<file path="config.mk">
export PLATFORM = sky130hd
export DESIGN_NAME = operand_stage
export DESIGN_NICKNAME = d
export VERILOG_FILES = /design/src/rtl/pipe_pkg.sv /design/src/rtl/fwd_mux.sv /design/src/rtl/operand_stage.sv
export SDC_FILE = /design/constraint.sdc
export NUM_CORES = 1
export LEC_CHECK = 0
export BUFFER_PORTS_ARGS = -buffer_cell sky130_fd_sc_hd__buf_2
export CAP_MARGIN = 20
export CORE_AREA = 2 2 150 152
export DETAILED_ROUTE_END_ITERATION = 10
export DIE_AREA = 0 0 152 154
export PLACE_DENSITY_LB_ADDON = 0.25
export SYNTH_ARGS = -nofsm -noshare
export SYNTH_HDL_FRONTEND = slang
export SYNTH_SLANG_ARGS = --single-unit
</file>
<file path="constraint.sdc">
create_clock -name Clock -period 6.25 [get_ports Clock]
set_clock_uncertainty 0.2 [all_clocks]
set_input_delay 1.25 -clock Clock [delete_from_list [all_inputs] [get_ports Clock]]
set_output_delay 1.25 -clock Clock [all_outputs]
set_load 0.02 [all_outputs]
</file>
<file path="src/rtl/pipe_pkg.sv">
// Shared types for the decode-side operand stage: ID/EX payload, FSM state and register-zero constant.
package pipe_pkg;

  localparam int XLEN   = 32;
  localparam int REG_AW = 5;

  localparam logic [4:0] REG_ZERO = 5'd0;

  typedef enum logic [0:0] {
    RUN    = 1'b0,
    BUBBLE = 1'b1
  } opst_t;

  typedef struct packed {
    logic              valid;
    logic [XLEN-1:0]   rs;
    logic [XLEN-1:0]   rt;
    logic [REG_AW-1:0] rd;
    logic              regwrite;
    logic              memread;
    logic [XLEN-1:0]   imm;
  } id_ex_t;

endpackage

</file>
<file path="src/rtl/fwd_mux.sv">
// Per-operand bypass select: r0, then EX, MEM, WB results, then register file data.
module fwd_mux
  import pipe_pkg::*;
#(
  parameter int WIDTH  = 32,
  parameter int ADDR_W = 5
) (
  input  logic [ADDR_W-1:0] Addr,
  input  logic [ADDR_W-1:0] ExRdAddr,
  input  logic              ExRegWrite,
  input  logic              ExMemRead,
  input  logic [WIDTH-1:0]  ExResult,
  input  logic [ADDR_W-1:0] MemRdAddr,
  input  logic              MemRegWrite,
  input  logic [WIDTH-1:0]  MemResult,
  input  logic [ADDR_W-1:0] WbRdAddr,
  input  logic              WbRegWrite,
  input  logic [WIDTH-1:0]  WbData,
  input  logic [WIDTH-1:0]  RfData,
  output logic [WIDTH-1:0]  Data,
  output logic              Hit
);

  logic is_zero;
  logic ex_match;
  logic ex_hit;
  logic mem_hit;
  logic wb_hit;

  assign is_zero  = (Addr == ADDR_W'(REG_ZERO));
  assign ex_match = ExRegWrite  && (ExRdAddr  == Addr);
  // A load in EX has no result yet, so it cannot be bypassed from there.
  assign ex_hit   = ex_match && !ExMemRead;
  assign mem_hit  = MemRegWrite && (MemRdAddr == Addr);
  assign wb_hit   = WbRegWrite  && (WbRdAddr  == Addr);

  // Any in-flight producer of this source, loads included.
  assign Hit = !is_zero && (ex_match || mem_hit || wb_hit);

  always_comb begin
    Data = RfData;
    if (is_zero)      Data = '0;
    else if (ex_hit)  Data = ExResult;
    else if (mem_hit) Data = MemResult;
    else if (wb_hit)  Data = WbData;
  end

endmodule

</file>
<file path="src/rtl/operand_stage.sv">
// Operand fetch with EX/MEM/WB bypass, load-use bubble insertion and the ID/EX pipeline register.
module operand_stage
  import pipe_pkg::*;
#(
  parameter int WIDTH  = 32,
  parameter int ADDR_W = 5,
  parameter int FWD_EN = 1
) (
  input  logic              Clock,
  input  logic              Reset,
  input  logic              Stall,
  input  logic              Flush,
  input  logic              InValid,
  input  logic [ADDR_W-1:0] InRsAddr,
  input  logic              InRsUsed,
  input  logic [ADDR_W-1:0] InRtAddr,
  input  logic              InRtUsed,
  input  logic [ADDR_W-1:0] InRdAddr,
  input  logic              InRegWrite,
  input  logic              InMemRead,
  input  logic [WIDTH-1:0]  InImm,
  output logic [ADDR_W-1:0] RsAddr,
  output logic [ADDR_W-1:0] RtAddr,
  input  logic [WIDTH-1:0]  RsData,
  input  logic [WIDTH-1:0]  RtData,
  input  logic [ADDR_W-1:0] ExRdAddr,
  input  logic              ExRegWrite,
  input  logic              ExMemRead,
  input  logic [WIDTH-1:0]  ExResult,
  input  logic [ADDR_W-1:0] MemRdAddr,
  input  logic              MemRegWrite,
  input  logic [WIDTH-1:0]  MemResult,
  input  logic [ADDR_W-1:0] WbRdAddr,
  input  logic              WbRegWrite,
  input  logic [WIDTH-1:0]  WbData,
  output logic              IdStall,
  output logic              OutValid,
  output logic [WIDTH-1:0]  OutRsData,
  output logic [WIDTH-1:0]  OutRtData,
  output logic [ADDR_W-1:0] OutRdAddr,
  output logic              OutRegWrite,
  output logic              OutMemRead,
  output logic [WIDTH-1:0]  OutImm,
  output logic [31:0]       StallCount
);

  localparam bit FWD = (FWD_EN != 0);

  opst_t             state_p1;
  logic              vld_p1;
  logic [WIDTH-1:0]  rs_data_p1;
  logic [WIDTH-1:0]  rt_data_p1;
  logic [ADDR_W-1:0] rd_addr_p1;
  logic              regwrite_p1;
  logic              memread_p1;
  logic [WIDTH-1:0]  imm_p1;
  logic [31:0]       stall_count;

  logic [WIDTH-1:0]  rs_fwd_p0;
  logic [WIDTH-1:0]  rt_fwd_p0;
  logic              rs_hit_p0;
  logic              rt_hit_p0;
  logic [WIDTH-1:0]  rs_sel_p0;
  logic [WIDTH-1:0]  rt_sel_p0;
  logic              load_hz_p0;
  logic              nofwd_hz_p0;
  logic              hazard_p0;

  assign RsAddr = InRsAddr;
  assign RtAddr = InRtAddr;

  fwd_mux #(.WIDTH(WIDTH), .ADDR_W(ADDR_W)) u_rs_mux (
    .Addr(InRsAddr), .ExRdAddr(ExRdAddr), .ExRegWrite(ExRegWrite), .ExMemRead(ExMemRead),
    .ExResult(ExResult), .MemRdAddr(MemRdAddr), .MemRegWrite(MemRegWrite), .MemResult(MemResult),
    .WbRdAddr(WbRdAddr), .WbRegWrite(WbRegWrite), .WbData(WbData), .RfData(RsData),
    .Data(rs_fwd_p0), .Hit(rs_hit_p0)
  );

  fwd_mux #(.WIDTH(WIDTH), .ADDR_W(ADDR_W)) u_rt_mux (
    .Addr(InRtAddr), .ExRdAddr(ExRdAddr), .ExRegWrite(ExRegWrite), .ExMemRead(ExMemRead),
    .ExResult(ExResult), .MemRdAddr(MemRdAddr), .MemRegWrite(MemRegWrite), .MemResult(MemResult),
    .WbRdAddr(WbRdAddr), .WbRegWrite(WbRegWrite), .WbData(WbData), .RfData(RtData),
    .Data(rt_fwd_p0), .Hit(rt_hit_p0)
  );

  // Without bypassing only r0 is special; everything else comes from the register file.
  assign rs_sel_p0 = FWD ? rs_fwd_p0 : ((InRsAddr == ADDR_W'(REG_ZERO)) ? '0 : RsData);
  assign rt_sel_p0 = FWD ? rt_fwd_p0 : ((InRtAddr == ADDR_W'(REG_ZERO)) ? '0 : RtData);

  assign load_hz_p0 = InValid && ExMemRead && ExRegWrite && (ExRdAddr != ADDR_W'(REG_ZERO)) &&
                      ((InRsUsed && (InRsAddr == ExRdAddr)) ||
                       (InRtUsed && (InRtAddr == ExRdAddr)));

  assign nofwd_hz_p0 = !FWD && InValid && ((InRsUsed && rs_hit_p0) || (InRtUsed && rt_hit_p0));

  // In BUBBLE the EX slot holds our own bubble, so only the no-bypass hazard can recur.
  assign hazard_p0 = ((state_p1 == RUN) && load_hz_p0) || nofwd_hz_p0;

  assign IdStall = !Stall && !Flush && hazard_p0;

  // ID -> ID/EX register boundary
  always_ff @(posedge Clock or posedge Reset) begin
    if (Reset) begin
      state_p1    <= RUN;
      vld_p1      <= 1'b0;
      rs_data_p1  <= '0;
      rt_data_p1  <= '0;
      rd_addr_p1  <= '0;
      regwrite_p1 <= 1'b0;
      memread_p1  <= 1'b0;
      imm_p1      <= '0;
      stall_count <= '0;
    end else if (!Stall) begin
      rs_data_p1 <= rs_sel_p0;
      rt_data_p1 <= rt_sel_p0;
      rd_addr_p1 <= InRdAddr;
      imm_p1     <= InImm;
      if (Flush) begin
        state_p1    <= RUN;
        vld_p1      <= 1'b0;
        regwrite_p1 <= 1'b0;
        memread_p1  <= 1'b0;
      end else if (hazard_p0) begin
        state_p1    <= BUBBLE;
        vld_p1      <= 1'b0;
        regwrite_p1 <= 1'b0;
        memread_p1  <= 1'b0;
        stall_count <= stall_count + 32'd1;
      end else begin
        state_p1    <= RUN;
        vld_p1      <= InValid;
        regwrite_p1 <= InRegWrite;
        memread_p1  <= InMemRead;
      end
    end
  end

  assign OutValid    = vld_p1;
  assign OutRsData   = rs_data_p1;
  assign OutRtData   = rt_data_p1;
  assign OutRdAddr   = rd_addr_p1;
  assign OutRegWrite = regwrite_p1;
  assign OutMemRead  = memread_p1;
  assign OutImm      = imm_p1;
  assign StallCount  = stall_count;

endmodule

</file>
After elaboration in Yosys (flattened, before gate mapping)
Cells that the tools add are included.
{"block": "totals", "ff_bits": 137, "out_inout_bits": 147}
{"block": "op_classes", "add_sub_neg": 1, "n_bitwise": 3, "reduce_logical": 25, "n_mux": 16, "n_eq_ne": 8}
{"cell": "$mux W32", "n": 8}
{"cell": "$eq A5 B5 Y1", "n": 8}
{"cell": "$add A32 B1 Y32 const B", "n": 1}
{"cell": "$logic_and A1 B1 Y1", "n": 17}
{"cell": "$logic_not A5 Y1", "n": 2}
{"cell": "$mux W1", "n": 8}
{"cell": "$reduce_bool A5 Y1", "n": 1}
{"cell": "$logic_not A1 Y1", "n": 3}
{"cell": "$not A1 Y1", "n": 3}
{"cell": "$reduce_and A3 Y1", "n": 1}
{"cell": "$logic_or A1 B1 Y1", "n": 1}

Logic depth before layout (Yosys ltp)
Gate-level depths: netlist of the first run.
{"block": "depth", "ltp_word": 7, "depth_mapped": 7, "depth_no_buf": 6}

Modules after synthesis
Synthesis of the first run repeated with hierarchy kept, for this count alone.
{"block": "hier_totals", "cells_unflattened": 747, "area_unflattened_um2": 8157.8}
{"mod": "operand_stage", "n_inst": 1, "area_per_inst_um2": 5530.3, "seq_area_each_um2": 3428.3, "cells_each": 381}
{"mod": "fwd_mux", "n_inst": 2, "area_per_inst_um2": 1313.8, "seq_area_each_um2": 0.0, "cells_each": 183}

Worst setup path after synthesis of the first run
No wires, ideal clock.
{"block": "synth_timing", "kind": "input-to-output", "from": "input port InRtAddr[3]", "to": "output port IdStall", "path_slack_ns": 2.442, "arrival_time_ns": 2.358, "path_stages": 4, "t_required_ns": 4.800, "cell_sequence": "xor2_1 nor3_4 a32oi_4 nor3_2"}
{"block": "synth_between", "elab_chain_cells": 6}
{"item": "start, declared", "line_no": "operand_stage.sv:16", "source": "input logic [ADDR_W-1:0] InRtAddr,"}
{"item": "$eq A5 B5 Y1", "line_no": "operand_stage.sv:92", "source": "(InRtUsed && (InRtAddr == ExRdAddr)));"}
{"item": "$logic_and A1 B1 Y1", "line_no": "operand_stage.sv:92"}
{"item": "$logic_or A1 B1 Y1", "line_no": "operand_stage.sv:91", "source": "((InRsUsed && (InRsAddr == ExRdAddr)) ||"}
{"item": "$logic_and A1 B1 Y1", "line_no": "operand_stage.sv:90", "source": "assign load_hz_p0 = InValid && ExMemRead && ExRegWrite && (ExRdAddr != ADDR_W'(REG_ZERO)) &&"}
{"item": "$logic_and A1 B1 Y1", "line_no": "operand_stage.sv:97", "source": "assign hazard_p0 = ((state_p1 == RUN) && load_hz_p0) || nofwd_hz_p0;"}
{"item": "$logic_and A1 B1 Y1", "line_no": "operand_stage.sv:99", "source": "assign IdStall = !Stall && !Flush && hazard_p0;"}
{"item": "end, declared", "line_no": "operand_stage.sv:36", "source": "output logic IdStall,"}
Every way passes these cells.

Final worst setup path of the first run
{"block": "layout_timing", "from": "input port InRtAddr[1]", "to": "output port IdStall"}
Same word-level chain as after synthesis.

==> results.md, run 1 <==
- Counting both buffers and inverters, the worst setup path holds a total of 2.
- Hold repair after CTS inserted 0 buffers.
- The mapped netlist covers 8110 um2.
- TritonCTS built the clock tree.
- Synthesis handed over a netlist of 811 instances.
- For this run, the total global-route usage over all layers was measured as 27.79%.
- For the pin with the worst max-slew slack, the measured transition is 1.008 ns.
- The post-synthesis sequential area ratio is 42.27%.
- After detailed routing, the number of vias per cell comes to 6.070.
- The clock net in this run drives a total of 137 sinks.
- The number of nets in the layout is 1,369.
- Data arrives at the worst endpoint at 2.84 ns.
- After clock tree synthesis, the clock-pin slew on the worst setup and hold paths is 0.06 ns.
- The ratio of total power to cell area is 246.7 nW/um2.
- The first global-routing pass estimated 50.26 mm of wire.
- The slowest stage of the critical path is the sky130_fd_sc_hd__nor3_2 cell.
- The count of flip-flops with a built-in enable after synthesis is 0.
- The signed area change from the synthesized netlist to the final layout is 32.17%.
- The headroom to the max-slew limit is 32.61%.
- The largest single stage delay on the critical path is 0.41 ns.
- Sorting the synthesized cells by how often they occur yields sky130_fd_sc_hd__dfrtp_1 (137), sky130_fd_sc_hd__nand4_1 (79), sky130_fd_sc_hd__nor3_1 (71).
- The dominant delay contributor by cell family on the critical path is simple AND/OR/NAND/NOR gates.
- The H-tree generated during clock tree synthesis spans 4 levels.
- The wire length after detailed routing is 33.87 mm.
- The Yosys step of the flow raised 0 warnings.
- 382 I/O pins were placed.
- Including well taps, the total number of placed cells is 1,393.
- The placeable core area is 21,690 um2.
- The number of setup buffers added after CTS is 0.
- The most instantiated flip-flop cell in the synthesis netlist is sky130_fd_sc_hd__dfrtp_1.
- Max-cap violations in this run came to 0.
- The initial utilization of the core area, before any placement, comes to 37.39%.
- The number of gates resized after CTS was 0.
- The total via count in the routed design is 8,668.
- The width of the chip is 152 um.
- The initial antenna violation count is 4.
- In this run the remaining antenna-violating nets after routing total 0.
- The longest clock path from root to sink contains 2 buffers.
- The first detailed-routing pass took 5 iterations.
- In this run the clock root is driven by a sky130_fd_sc_hd__clkbuf_16.
- The run finished with clean final reports.
- The fraction of layout cells with a size suffix above 1 is 43.02%.
- The most numerous cell in the Yosys netlist is sky130_fd_sc_hd__dfrtp_1.
- VDD sags by at most 0.1194 mV.
- The analysis attributes to cell leakage a power of 4.803 nW.
- The final estimated routing congestion in global placement is 0.9004.
- The data required time at the worst endpoint is 4.80 ns.
- In the routed design, unresolved DRC markers number 0.
- The largest area contributor in the netlist is sky130_fd_sc_hd__dfrtp_1.
- Setup repair after global routing left no endpoint under its margin.
- For the finished layout, the period the worst path requires is 4.290 ns.
- The count of standard-cell rows is 54.
- The count of pins over their slew limit is 0.
- The critical path in this run is classified as primary input to primary output.
- The final non-filler cell total is 1,428.
- The final-report setup violation count is 0.
- The type of destination of the critical path is a primary output.
- Yosys mapped the design onto 50 distinct sky130hd cell types.
- Of the post-synthesis cell area, the dominant cell type holds 42.27%.
- The async set or reset register ratio after synthesis is 100.0%.
- The maximum number of pins on one net before global-route repair is 98.
- Synthesis inferred 137 register bits.
- The die outline area is 23,410 um2.
- Static timing analysis puts the maximum clock frequency at 233.1 MHz.
- By area the synthesized netlist is led by sky130_fd_sc_hd__dfrtp_1 (42%), sky130_fd_sc_hd__a221o_1 (7.9%), sky130_fd_sc_hd__a311oi_1 (6.9%).
- Detailed placement ended at an HPWL of 22.95 mm.
- The die extent in y is 154 um.
- In the finished design, the share of the clock period the worst path needs comes to 68.64%.
- The number of global-route vias before repair is 8,665.
- The average cell area after synthesis is 10.00 um2.
- The signal on the critical path passes through buf_2 > xor2_1 > nor3_4 > a32oi_4 > nor3_2 > buf_2.
- At the later pin of the worst-skew pair, clock insertion delay measures 0.42 ns.
- The detailed router finished its first iteration with 687 violations.
- After global routing the overflow that remains totals 0.
- The most prevalent standard cell on the critical path is sky130_fd_sc_hd__buf_2.
- Synthesis produced a netlist with a net count of 1,047.
- Setup total negative slack on the finished layout was measured at 0 ns.
- The tightest min-delay check is of the flop to flop type.
- The launching element type of the critical path is a primary input.
- The count of buffers inserted at the top-level ports is 381.
- Along the worst path, the maximum fanout reaches 18.
- The final count of hold timing violations was 0.
- Buffers inserted during clock tree synthesis total 17.
- The average wire per cell in the routed design is 23.72 um.
## layout make-up
cell class | instances | area, um2
Multi-Input combinational cell | 577 | 4258
Fill cell | 2082 | 10970
Inverter | 1 | 8.758
Clock inverter | 15 | 178.9
Timing Repair Buffer | 399 | 2064
Tap cell | 280 | 350.3
Clock buffer | 17 | 425.4
Sequential cell | 137 | 3428
Antenna cell | 2 | 5.005
## placed cells by master (no fill, tap or decap), types with 3 or more instances in the layout
cell	n
sky130_fd_sc_hd__o21ai_0	64
sky130_fd_sc_hd__buf_2	380
sky130_fd_sc_hd__xor2_1	30
sky130_fd_sc_hd__and2_1	32
sky130_fd_sc_hd__dfrtp_1	137
sky130_fd_sc_hd__a311oi_1	64
sky130_fd_sc_hd__nor2_1	9
sky130_fd_sc_hd__a32o_1	4
sky130_fd_sc_hd__clkbuf_16	17
sky130_fd_sc_hd__and4_1	3
sky130_fd_sc_hd__inv_6	6
sky130_fd_sc_hd__nand4_1	79
sky130_fd_sc_hd__and3_1	5
sky130_fd_sc_hd__nor4_1	8
sky130_fd_sc_hd__buf_4	18
sky130_fd_sc_hd__or2_2	3
sky130_fd_sc_hd__a221o_1	64
sky130_fd_sc_hd__mux2_2	38
sky130_fd_sc_hd__nor4_2	4
sky130_fd_sc_hd__nor3_1	71
sky130_fd_sc_hd__xnor2_1	31
sky130_fd_sc_hd__inv_8	4
sky130_fd_sc_hd__nand2_1	21
sky130_fd_sc_hd__nand3_1	14
## metrics by stage
stage	hold WS, ns	setup slack, ns	utilization (%)	cell area [um2]	power, mW
after floorplan	0.2469	1.132	-	8110	1.341
after global placement	0.2556	2.009	46.49	10080	1.597
after detailed placement	0.2717	1.971	46.49	10080	1.602
after CTS	0.2818	1.966	49.27	10690	2.658
after global routing	0.2941	1.838	49.42	10720	2.748
final	0.2868	1.960	49.42	10720	2.645
## layer usage
metal / wire length (um) / global-route usage, % / up-vias
met2: 16100 / 44.70 / 611
met5: 24 / 0 / -
li1: - / - / 3848
met3: 3449 / 6.454 / 115
met1: 12930 / 34.34 / 4090
met4: 1361 / 16.02 / 4
## where the power goes
group / leakage [nW] / switching, mW / internal, mW / total (mW)
registers: 1.72 / 0.0430 / 0.959 / 1.00
clock network: 0.297 / 0.445 / 0.606 / 1.05
logic: 2.79 / 0.375 / 0.216 / 0.592
## kinds of logic (layout without fill, tap and decap cells)
group                      after synthesis  count (layout)  synth area share [%]
and+or+nand+nor                        273             273                 19.99
AOI/OAI and AO/OA                      204             204                 20.29
DFF                                    137             137                 42.27
buffers and inverters                   97             432                 5.430
xor gates and xnor gates                61              61                 6.587
muxes                                   38              38                 5.276
adders and majority gates                1               1                0.1542
other                                    0               2                     0
## registers in the layout (all words and copies together), names as in the netlist
name	count
StallCount	32
state_p1	1
OutRsData	32
OutMemRead	1
OutImm	32
OutValid	1
OutRtData	32
OutRdAddr	5
OutRegWrite	1
## worst paths after layout
kind,from,to,slack [ns],depth (start not counted)
min,StallCount[31],StallCount[31],0.29,1
max reg2reg,StallCount[0],StallCount[18],3.93,6
max in group asynchronous,Reset,StallCount[31],3.86,3
max,InRtAddr[1],IdStall,1.96,6
min reg2reg,StallCount[31],StallCount[31],0.29,1
min in group asynchronous,Reset,StallCount[14],0.83,2
Note: power is estimated with default switching activity, not from simulation.
==> inputs of run 2 (changes only) <==
- CORE_AREA: 2 2 150 152 -> 2 2 149 151
- DIE_AREA: 0 0 152 154 -> 0 0 151 153
- clock period: 6.25 -> 3.64 ns (I/O delays scaled with it)
==> run 2 against run 1 <==
First-iteration DRC count is 3.2% lower. Die area decreased by 1.3%. Core utilization is 0.51 points higher. Power increased by 67%.
==> results.md, run 2 (synthesis gave the netlist of run 1 again) <==
- The worst min-delay path class is flop to flop.
- Clock-pin slew was measured on the worst setup and hold paths at 0.07 ns.
- The most common cell after layout, fill and taps aside is sky130_fd_sc_hd__buf_2.
- The total via count in the routed design is 8,799.
- The run finished with clean final reports.
- The type of destination of the critical path is a primary output.
- The region available for standard cell placement spans 21,490 um2.
- The most critical setup path has its endpoint at IdStall.
- The count of pins over their slew limit is 0.
- The number of global-route vias before repair is 8,852.
- Clock tree synthesis selected as its root buffer the cell sky130_fd_sc_hd__clkbuf_16.
- The fraction of power consumed by the clock network is 37.9%.
- Dividing total power by cell area gives a power density of 411.0 nW/um2.
- The detailed router finished its first iteration with 665 violations.
- The antenna violation net count after detailed routing is 0.
- The number of buffers inserted by hold repair at cts is 0.
- Dividing the detail-routed via count by the number of cells gives 6.127.
- Setup violations remaining at the end of the flow were counted as 0.
- The maximum vdd drop is 0.2816 mV.
- The number of buffers added for setup after CTS is 0.
- The final-layout worst hold slack is 0.2800 ns.
- The initial antenna violation count is 10.
- Overall power consumption after layout is estimated at 4.409 mW.
- The floorplan step defined a die boundary enclosing 23,100 um2.
- The area growth from synthesis to layout is 32.27%.
- The critical path startpoint is InRtAddr[2].
- The worst register-to-register path has a depth of 6.
- Leaving out fill and tap cells, the most frequent cells in the layout are sky130_fd_sc_hd__buf_2 (380), sky130_fd_sc_hd__dfrtp_1 (137), sky130_fd_sc_hd__nand4_1 (79).
- The count of buffers inserted at the top-level ports is 381.
- The source-to-sink clock delay at the later pin of the worst-skew pair is 0.43 ns.
- The number of buffers created by CTS is 17.
- The number of levels the H-tree was split into is 4.
- The setup path with the least slack is of type primary input to primary output.
- In this run, post-CTS repair resized a total of 0 instances.
- Routability-driven placement finished with a final weighted congestion of 0.8419.
- The initialized floorplan defines 54 standard-cell rows.
- Wires add up to 33.52 mm.
- The net load switching power is 1.487 mW.
- The highest net fanout along the worst path is 5.
- The initial core utilization is 37.75%.
- Once layout is complete, the utilization of the core stands at 49.93%.
- In the final layout, the multi-input gates occupy 4258 um2.
- The first global-routing pass estimated 50.30 mm of wire.
- In this run the count of I/O pins placed on the die edge is 382.
- The buffer levels on the longest clock path is 2.
- The first detailed-routing pass took 7 iterations.
- Adding up every negative setup slack in the final design gives 0 ns.
- In this run switching power makes up 33.72% of total power.
- The area taken by flip-flops and latches is 3428 um2.
- Summed over all layers, the global routing overflow is 0.
- The maximum number of pins on one net before global-route repair is 138.
- Setup repair after global routing left no endpoint under its margin.
- The post-route netlist has 43.32% of its cells at a drive strength greater than 1.
- The internal power is 2.922 mW.
- The data arrival at the endpoint of the critical path is 2.09 ns.
- Sequential cells burn 39.1% of the power.
- STA classifies the critical path startpoint as a primary input.
- At the end of the flow, the number of nets in the layout was 1,375.
- The final count of hold timing violations came to 0.
- Setup slack on the worst reg-to-reg path comes out at 1.35 ns.
- The filler cells instantiated in the layout total 2,048.
- The maximum frequency from static timing analysis is 331.8 MHz.
- The final period utilization is 82.80%.
- The slew at the pin closest to its max-slew limit is 1.027 ns.
- The tool flagged a number of max-cap violations equal to 0.
- In this run, the combinational gates consume 23.1% of the power.
- TritonCTS built the clock tree.
- The width of the chip is 151 um.
- In the routed design, unresolved DRC markers number 0.
- The reg-to-reg startpoint is StallCount[0].
- The headroom to the max-slew limit is 31.38%.
- The data required time at the worst endpoint is 2.71 ns.
- For the finished layout, the period the worst path requires is 3.014 ns.
- In this run the critical register-to-register path is captured at StallCount[18].
- In this run the static leakage power is 4.799 nW.
- The average wire per cell in the routed design is 23.34 um.
- For this run, the total global-route usage over all layers was measured as 28.55%.
- Detailed placement ended at an HPWL of 22.68 mm.
- The clock net in this run drives a total of 137 sinks.
- The source of the worst hold timing path is StallCount[31].
- Measured along the y axis, the die boundary spans 153 um.
run 2: per-stage QoR:
stage	setup slack (ns)	std cells	instance area [um2]
global route	0.5158	1436	10730
detailed placement	0.6396	1400	10160
global placement	0.6697	1400	10160
finish	0.6260	1436	10730
floorplan	0.8765	811	8114
CTS	0.6392	1432	10720
run 2: worst min-delay path by stage:
stage | cells past startpoint | end
2_1_floorplan | 1 | state_p1
3_3_place_gp | 1 | StallCount[31]
3_5_place_dp | 1 | StallCount[22]
4_1_cts | 1 | StallCount[31]
5_1_grt | 1 | StallCount[31]
6_report | 1 | StallCount[31]
run 2: area by class of cell:
| type | count | area share, % |
|---|---|---|
| well taps | 280 | 3.266 |
| inverters | 1 | 0.06998 |
| multi-input cells | 577 | 39.69 |
| clock buffers | 17 | 3.965 |
| repair buffers | 405 | 19.71 |
| diodes | 4 | 0.09331 |
| clock inverters | 15 | 1.248 |
| flip-flops and latches | 137 | 31.96 |
run 2: routing by layer:
metal  global-route usage [%]  wire, um  vias to the layer above
met2                    46.36     15700                      676
met5                        0        75                        -
met4                    13.80      1295                       12
met1                    34.80     12590                     4128
li1                         -         -                     3862
met3                    7.970      3853                      121
run 2: power groups by stage:
stage | clock, mW | combinational (mW) | sequential (mW)
2_1_floorplan | 0 | 0.407 | 1.90
3_3_place_gp | 0 | 1.00 | 1.75
3_5_place_dp | 0 | 1.01 | 1.75
4_1_cts | 1.69 | 1.01 | 1.72
5_1_grt | 1.77 | 1.08 | 1.74
6_report | 1.67 | 1.02 | 1.72
run 2: critical path, stage by stage:
cell                      delay (ns)
sky130_fd_sc_hd__buf_2          0.16
sky130_fd_sc_hd__xor2_1         0.19
sky130_fd_sc_hd__nor2_1         0.27
sky130_fd_sc_hd__a32oi_4        0.16
sky130_fd_sc_hd__nor3_2         0.35
sky130_fd_sc_hd__buf_2          0.23
